--- src/rtl/updown_counter_param.sv ---
// rtl/updown_counter_param.sv - parameterised up/down modulus counter with wrap or saturate mode
module updown_counter_param #(
   parameter int              WIDTH    = 4,
   parameter longint unsigned MODULUS  = 16,
   parameter int              SATURATE = 0
) (
   input  logic             clk,
   input  logic             reset,
   input  logic             en,
   input  logic             up_down,
   input  logic [WIDTH-1:0] step,
   input  logic             load,
   input  logic [WIDTH-1:0] load_val,
   output logic [WIDTH-1:0] count,
   output logic             wrap,
   output logic             sat,
   output logic             at_max,
   output logic             at_min
);

   // One guard bit keeps count+step and MODULUS itself (up to 2^WIDTH) exact.
   localparam logic [WIDTH:0] MOD_W = (WIDTH+1)'(MODULUS);
   localparam logic [WIDTH:0] MAX_W = (WIDTH+1)'(MODULUS - 1);

   logic [WIDTH-1:0] count_q, count_d;
   logic             wrap_q, wrap_d;
   logic             sat_q, sat_d;

   logic [WIDTH:0]   cnt_x;
   logic [WIDTH:0]   step_x;
   logic [WIDTH:0]   eff_s;
   logic [WIDTH:0]   ld_x;
   logic [WIDTH:0]   ld_eff;
   logic [WIDTH:0]   sum_x;
   logic [WIDTH:0]   up_wrap_x;
   logic [WIDTH:0]   diff_x;
   logic [WIDTH:0]   dn_wrap_x;
   logic             cross_up;
   logic             cross_dn;
   logic [WIDTH:0]   next_x;
   logic             unused_next_msb;

   // Operand clamping and the candidate results for every direction/mode.
   always_comb begin
      cnt_x     = {1'b0, count_q};
      step_x    = {1'b0, step};
      ld_x      = {1'b0, load_val};
      eff_s     = (step_x > MAX_W) ? MAX_W : step_x;
      ld_eff    = (ld_x > MAX_W) ? MAX_W : ld_x;
      sum_x     = cnt_x + eff_s;
      cross_up  = (sum_x > MAX_W);
      cross_dn  = (eff_s > cnt_x);
      up_wrap_x = sum_x - MOD_W;
      diff_x    = cnt_x - eff_s;
      // Subtract first so the down-wrap never needs more than WIDTH+1 bits.
      dn_wrap_x = (MOD_W - eff_s) + cnt_x;
   end

   // Next-state selection: load beats enable, enable beats hold.
   always_comb begin
      next_x = {1'b0, count_q};
      wrap_d = 1'b0;
      sat_d  = 1'b0;
      if (load) begin
         next_x = ld_eff;
      end else if (en) begin
         if (up_down) begin
            if (!cross_up) begin
               next_x = sum_x;
            end else if (SATURATE != 0) begin
               next_x = MAX_W;
               sat_d  = 1'b1;
            end else begin
               next_x = up_wrap_x;
               wrap_d = 1'b1;
            end
         end else begin
            if (!cross_dn) begin
               next_x = diff_x;
            end else if (SATURATE != 0) begin
               next_x = '0;
               sat_d  = 1'b1;
            end else begin
               next_x = dn_wrap_x;
               wrap_d = 1'b1;
            end
         end
      end
      // Every selected value is below MODULUS, so the guard bit is always zero here.
      count_d         = next_x[WIDTH-1:0];
      unused_next_msb = next_x[WIDTH];
   end

   // State register; reset clears the count and any pending pulse immediately.
   always_ff @(posedge clk or negedge reset) begin
      if (!reset) begin
         count_q <= '0;
         wrap_q  <= 1'b0;
         sat_q   <= 1'b0;
      end else begin
         count_q <= count_d;
         wrap_q  <= wrap_d;
         sat_q   <= sat_d;
      end
   end

   // Boundary flags decode the registered count only.
   always_comb begin
      count  = count_q;
      wrap   = wrap_q;
      sat    = sat_q;
      at_max = ({1'b0, count_q} == MAX_W);
      at_min = (count_q == '0);
   end

endmodule

--- config.mk ---
export PLATFORM = sky130hd
export DESIGN_NAME = updown_counter_param
export DESIGN_NICKNAME = d
export VERILOG_FILES = /design/src/rtl/updown_counter_param.sv
export SDC_FILE = /design/constraint.sdc
export NUM_CORES = 1
export LEC_CHECK = 0
export BUFFER_PORTS_ARGS = -buffer_cell sky130_fd_sc_hd__buf_2
export CORE_AREA = 2 2 39 41
export CTS_CLUSTER_DIAMETER = 40
export CTS_CLUSTER_SIZE = 25
export DETAILED_ROUTE_END_ITERATION = 16
export DIE_AREA = 0 0 41 43
export GPL_ROUTABILITY_DRIVEN = 0
export PLACE_DENSITY = 0.67
export SYNTH_ARGS = -nofsm -noshare
export SYNTH_HDL_FRONTEND = slang
export SYNTH_SLANG_ARGS = --single-unit
--- constraint.sdc ---
create_clock -name clk -period 2.2 [get_ports clk]
set_input_delay 0.33 -clock clk [delete_from_list [all_inputs] [get_ports clk]]
set_output_delay 0.33 -clock clk [all_outputs]
set_load 0.05 [all_outputs]
Word level (Yosys, flattened, before mapping)
Cells that the tools add are included.
- multiplexer cells: 10
- reduce and logical (&&, ||, !) cells: 2
- equal/unequal tests: 1
- magnitude comparators: 2
- $add $sub $neg: 5
- operators by type and width (kind ; number):
    $mux W4 ; 5
    $add A4 B4 Y5 ; 1
    $gt A5 B4 Y1 const B ; 1
    $mux W1 ; 5
    $add A4 B4 Y4 ; 1
    $eq A4 B4 Y1 const B ; 1
    $gt A4 B4 Y1 ; 1
    $logic_not A4 Y1 ; 1
    $sub A1 B4 Y4 const A ; 1
    $sub A4 B1 Y4 const B ; 1
    $sub A4 B4 Y4 ; 1
    $reduce_bool A2 Y1 ; 1
- bits in registers: 5
- output and inout bits: 8
- bits of input ports: 13
- word-level logic and storage cells: 22

Depth between registers and ports, before layout
- depth after elaboration: 6
- depth in mapped cells: 8
- gate-level depth less buffers: 8

Worst setup path after synthesis
OpenSTA, ideal clock, no wires.
- path type: reg-to-output
- start: register count_q[1] (netlist: count[1])
- end: output at_min
- data required time: 1.870 ns
- buffers on the path: 0
- setup slack: -0.360 ns
- arrival: 2.230 ns
- cell stages (with the launch flop): 2
- path through: dfrtp_1 nor4_1
- word-level cells in the longest chain between the ends: 1
- RTL lines (element ; RTL line ; text):
    start: declaration ; 25 ; logic [WIDTH-1:0] count_q, count_d;
    start signal: assignment ; 101 ; count_q <= count_d;
    $logic_not A4 Y1 ; 113 ; at_min = (count_q == '0);
    end: declaration ; 18 ; output logic at_min
Every way passes these cells.

Worst setup path in the final report
- start: register count_q[0] (netlist: count[0])
- end: register count_q[2] (netlist: count[2])
- word-level cells in the longest chain between the ends: 6
- elaborated cells on any way between the ends: 11
- classes of those cells: 4 x add/sub; 2 x order compare; 5 x mux
- RTL lines (element ; RTL line ; text):
    $add A4 B4 Y5 ; 50 ; sum_x = cnt_x + eff_s;
    $sub A4 B1 Y4 or $gt A5 B4 Y1 (tied branches) ; 53, 51 ;
    $mux W4 ; 68 ; if (!cross_up) begin
    $mux W4 (*) ; 67 ; if (up_down) begin
    $mux W4 (*) ; 66 ; end else if (en) begin
    $mux W4 (*) ; 64 ; if (load) begin
Mark *: on every way between the ends. The rest lies on a longest branch, timed or not. The select of a mux whose other input is x is not followed.
A chain may end at the register's enable or synchronous reset.

==> results.ini <==
[grt]
grt_max_degree = 10
grt_use_total_pct = 15.5
antenna_found_initial = 0
grt_pass1_vias = 448
grt_pass1_wl_mm = 1.77
grt_overflow = 0

[power_and_ir_drop]
p_seq_share_pct = 29.0
internal_power_uw = 241
share_clk_of_total_power_pct = 24.6
p_leak_nw = 0.348
netSwitchingFraction_pct = 42.7
p_comb_share_pct = 46.4
p_switching_uw = 180
power_density_nw_per_um2 = 635
vdd_drop_max_mv = 0.313

[synth]
synth-edff-count = 0
syn_nets = 85
yosys.area.top_type = dfrtp_1
ys_ff_latch = 5
avgSynthCellArea_sq_um = 8.46
synth_top_area_share_pct = 23.9
dominantRegCellSynth = dfrtp_1
syn_inst = 62
synthArstFlopShare_pct = 100
yosys_warnings = 0
ys_seq_area_share_pct = 23.9
yosysUniqueCellTypes = 26
synth_area_leaders = dfrtp_1 (24%), ha_1 (19%), fa_1 (7.6%)
synth_area_sq_um = 524

[drt]
wl_per_cell_um = 11.0
drcViolationCount = 0
drt_wl_total_mm = 1.09
drt_iter0_drc = 4
ant_nets = 0
viasPerCell = 4.84
drtPass1Iterations = 2
route.vias.total = 479

[setup_path]
startpoint_type = flip-flop
cp_max_fo = 5
cp.arrival_ps = 1840
crit_required_ps = 2320
criticalPathCategory = flip-flop to flip-flop
endpoint_kind = flip-flop

[clocking]
clkSinkCount = 5
clkTransAtPathRegs_ps = 40
clock_latency_ps = 240
cts_root_buffer = clkbuf_4
cts_tree = yes
cts.path.max_buffers = 2
post_cts.repair.setup_buffers = 0
cts_hold_buf = 1
h-tree-depth = 1
cts_resized = 0
cts_buffers = 3

[sta]
clock_skew_ps = 0.303
rsz0062_at_grt = false
fin_crit_sh_pct = 78.1
hold_viol = 0
layout_min_cycle_time_ps = 1720
drv_slew = 0
setup_tns_ps = 0
finalSetupViolCount = 0
setup_slack_ps = 482
max_freq_mhz = 582

[min_path]
hold_class = input pin to flip-flop

[placement]
dpl_cell_area_sq_um = 627
io_buffers = 19
dp_slack_ps = 485
dp_hpwl_um = 865

[finish]
area_growth_pct = 26.5
nNetsFinal = 107
final_layout_size_suffix_gt1_share_pct = 31.3
antenna_cells = 0
final_cell_area_sq_um = 663

[die]
coreArea_sq_um = 1380
ios = 21
rows = 14
start_util_pct = 37.9
fp.dieW_um = 41
die_y_um = 43
die-area_sq_um = 1760

[run_status]
outcome = finished, final reports clean

[run]
maxCapViolations = 0

==> cells in the mapped netlist, drive strengths merged, types with 2 or more instances <==
| cell | number |
|---|---|
| dfrtp | 5 |
| fa | 2 |
| nor3 | 3 |
| inv | 7 |
| o21ai | 9 |
| buf | 2 |
| ha | 8 |
| nand2 | 7 |
| a21oi | 4 |
| o211ai | 2 |
==> cells by family (layout without fill, tap and decap cells) <==
| logic type | after synthesis | count (layout) | share of synthesized area (%) |
|---|---|---|---|
| adder cells (fa/ha/maj) | 10 | 10 | 26.7 |
| multiplexers | 1 | 1 | 1.91 |
| XOR/XNOR | 2 | 2 | 3.34 |
| other | 1 | 1 | 0.715 |
| AO/OA/AOI/OAI | 17 | 17 | 19.3 |
| flip-flops | 5 | 5 | 23.9 |
| buffers and inverters | 10 | 31 | 9.55 |
| AND/OR/NAND/NOR | 16 | 16 | 14.6 |
==> layer usage <==
metal | vias up | wire length, um | global-route usage (%)
met1 | 213 | 463 | 18.9
met3 | 2 | 50 | 3.14
met5 | - | 0 | 0
li1 | 252 | - | -
met4 | 0 | 9 | 12.0
met2 | 12 | 563 | 22.5
==> final timing paths <==
check	start	end	slack [ps]	cells past startpoint
max	count[0]$_DFFE_PN0P_	count[2]$_DFFE_PN0P_	480	8
max in group asynchronous	reset	count[2]$_DFFE_PN0P_	1620	2
min in group asynchronous	reset	count[1]$_DFFE_PN0P_	450	2
min reg2reg	count[0]$_DFFE_PN0P_	count[0]$_DFFE_PN0P_	690	2
max reg2reg	count[0]$_DFFE_PN0P_	count[2]$_DFFE_PN0P_	480	8
min	load_val[1]	count[1]$_DFFE_PN0P_	300	3
==> worst max-delay path, stage by stage, from the launching register on <==
cell and delay, ps:
dfrtp_1 400, inv_1 80, ha_1 210, fa_1 390
mux2i_1 170, xnor2_1 140, nand2_1 60, o21ai_1 90
o21ai_2 60
==> area by class of cell <==
cell class | count | area (sq um)
Clock buffer | 4 | 26.3
Fill cell | 156 | 721
Inverter | 7 | 26.3
Multi-Input combinational cell | 47 | 360
Sequential cell | 5 | 125
Tap cell | 16 | 20.0
Timing Repair Buffer | 20 | 105
==> cell usage in the layout, fill, tap and decap left out <==
master | netlist | final
dlygate4sd3_1 | 0 | 1
o21ai_0 | 6 | 6
clkbuf_1 | 0 | 1
mux2i_1 | 1 | 1
nor2b_1 | 1 | 1
ha_1 | 8 | 8
o21ai_1 | 2 | 2
o211ai_1 | 2 | 2
nand2b_1 | 1 | 1
o21bai_1 | 1 | 1
dfrtp_1 | 5 | 5
buf_2 | 0 | 19
nor3_2 | 0 | 1
nand2_1 | 7 | 7
nor4_2 | 0 | 1
conb_1 | 1 | 1
nand3_1 | 1 | 1
nor3b_1 | 1 | 1
clkbuf_4 | 0 | 3
xor2_1 | 1 | 1
a211o_2 | 1 | 1
fa_1 | 2 | 2
o21ai_2 | 1 | 1
nor3_1 | 3 | 2
nor2_1 | 1 | 1
xnor2_1 | 1 | 1
inv_1 | 7 | 7
a21oi_1 | 4 | 4
==> sequential cells by signal (all words and copies together) (netlist names) <==
signal,count
wrap,1
count,4
==> power by group through the flow <==
stage	combinational [mW]	clock, mW	sequential (mW)
2_1_floorplan	0.109	0	0.161
3_3_place_gp	0.192	0	0.124
3_5_place_dp	0.193	0	0.124
6_report	0.195	0.104	0.122
5_1_grt	0.216	0.117	0.125
4_1_cts	0.197	0.111	0.122
==> metrics by stage <==
stage	power, mW	util [%]	cells	hold slack (ps)
after global routing	0.458	47.9	99	300
after floorplan	0.270	-	62	34.4
after global placement	0.316	45.3	94	149
after CTS	0.430	47.9	99	286
after detailed placement	0.317	45.3	94	149
final	0.421	47.9	99	296
No activity file was read; power rests on OpenSTA's default activity.
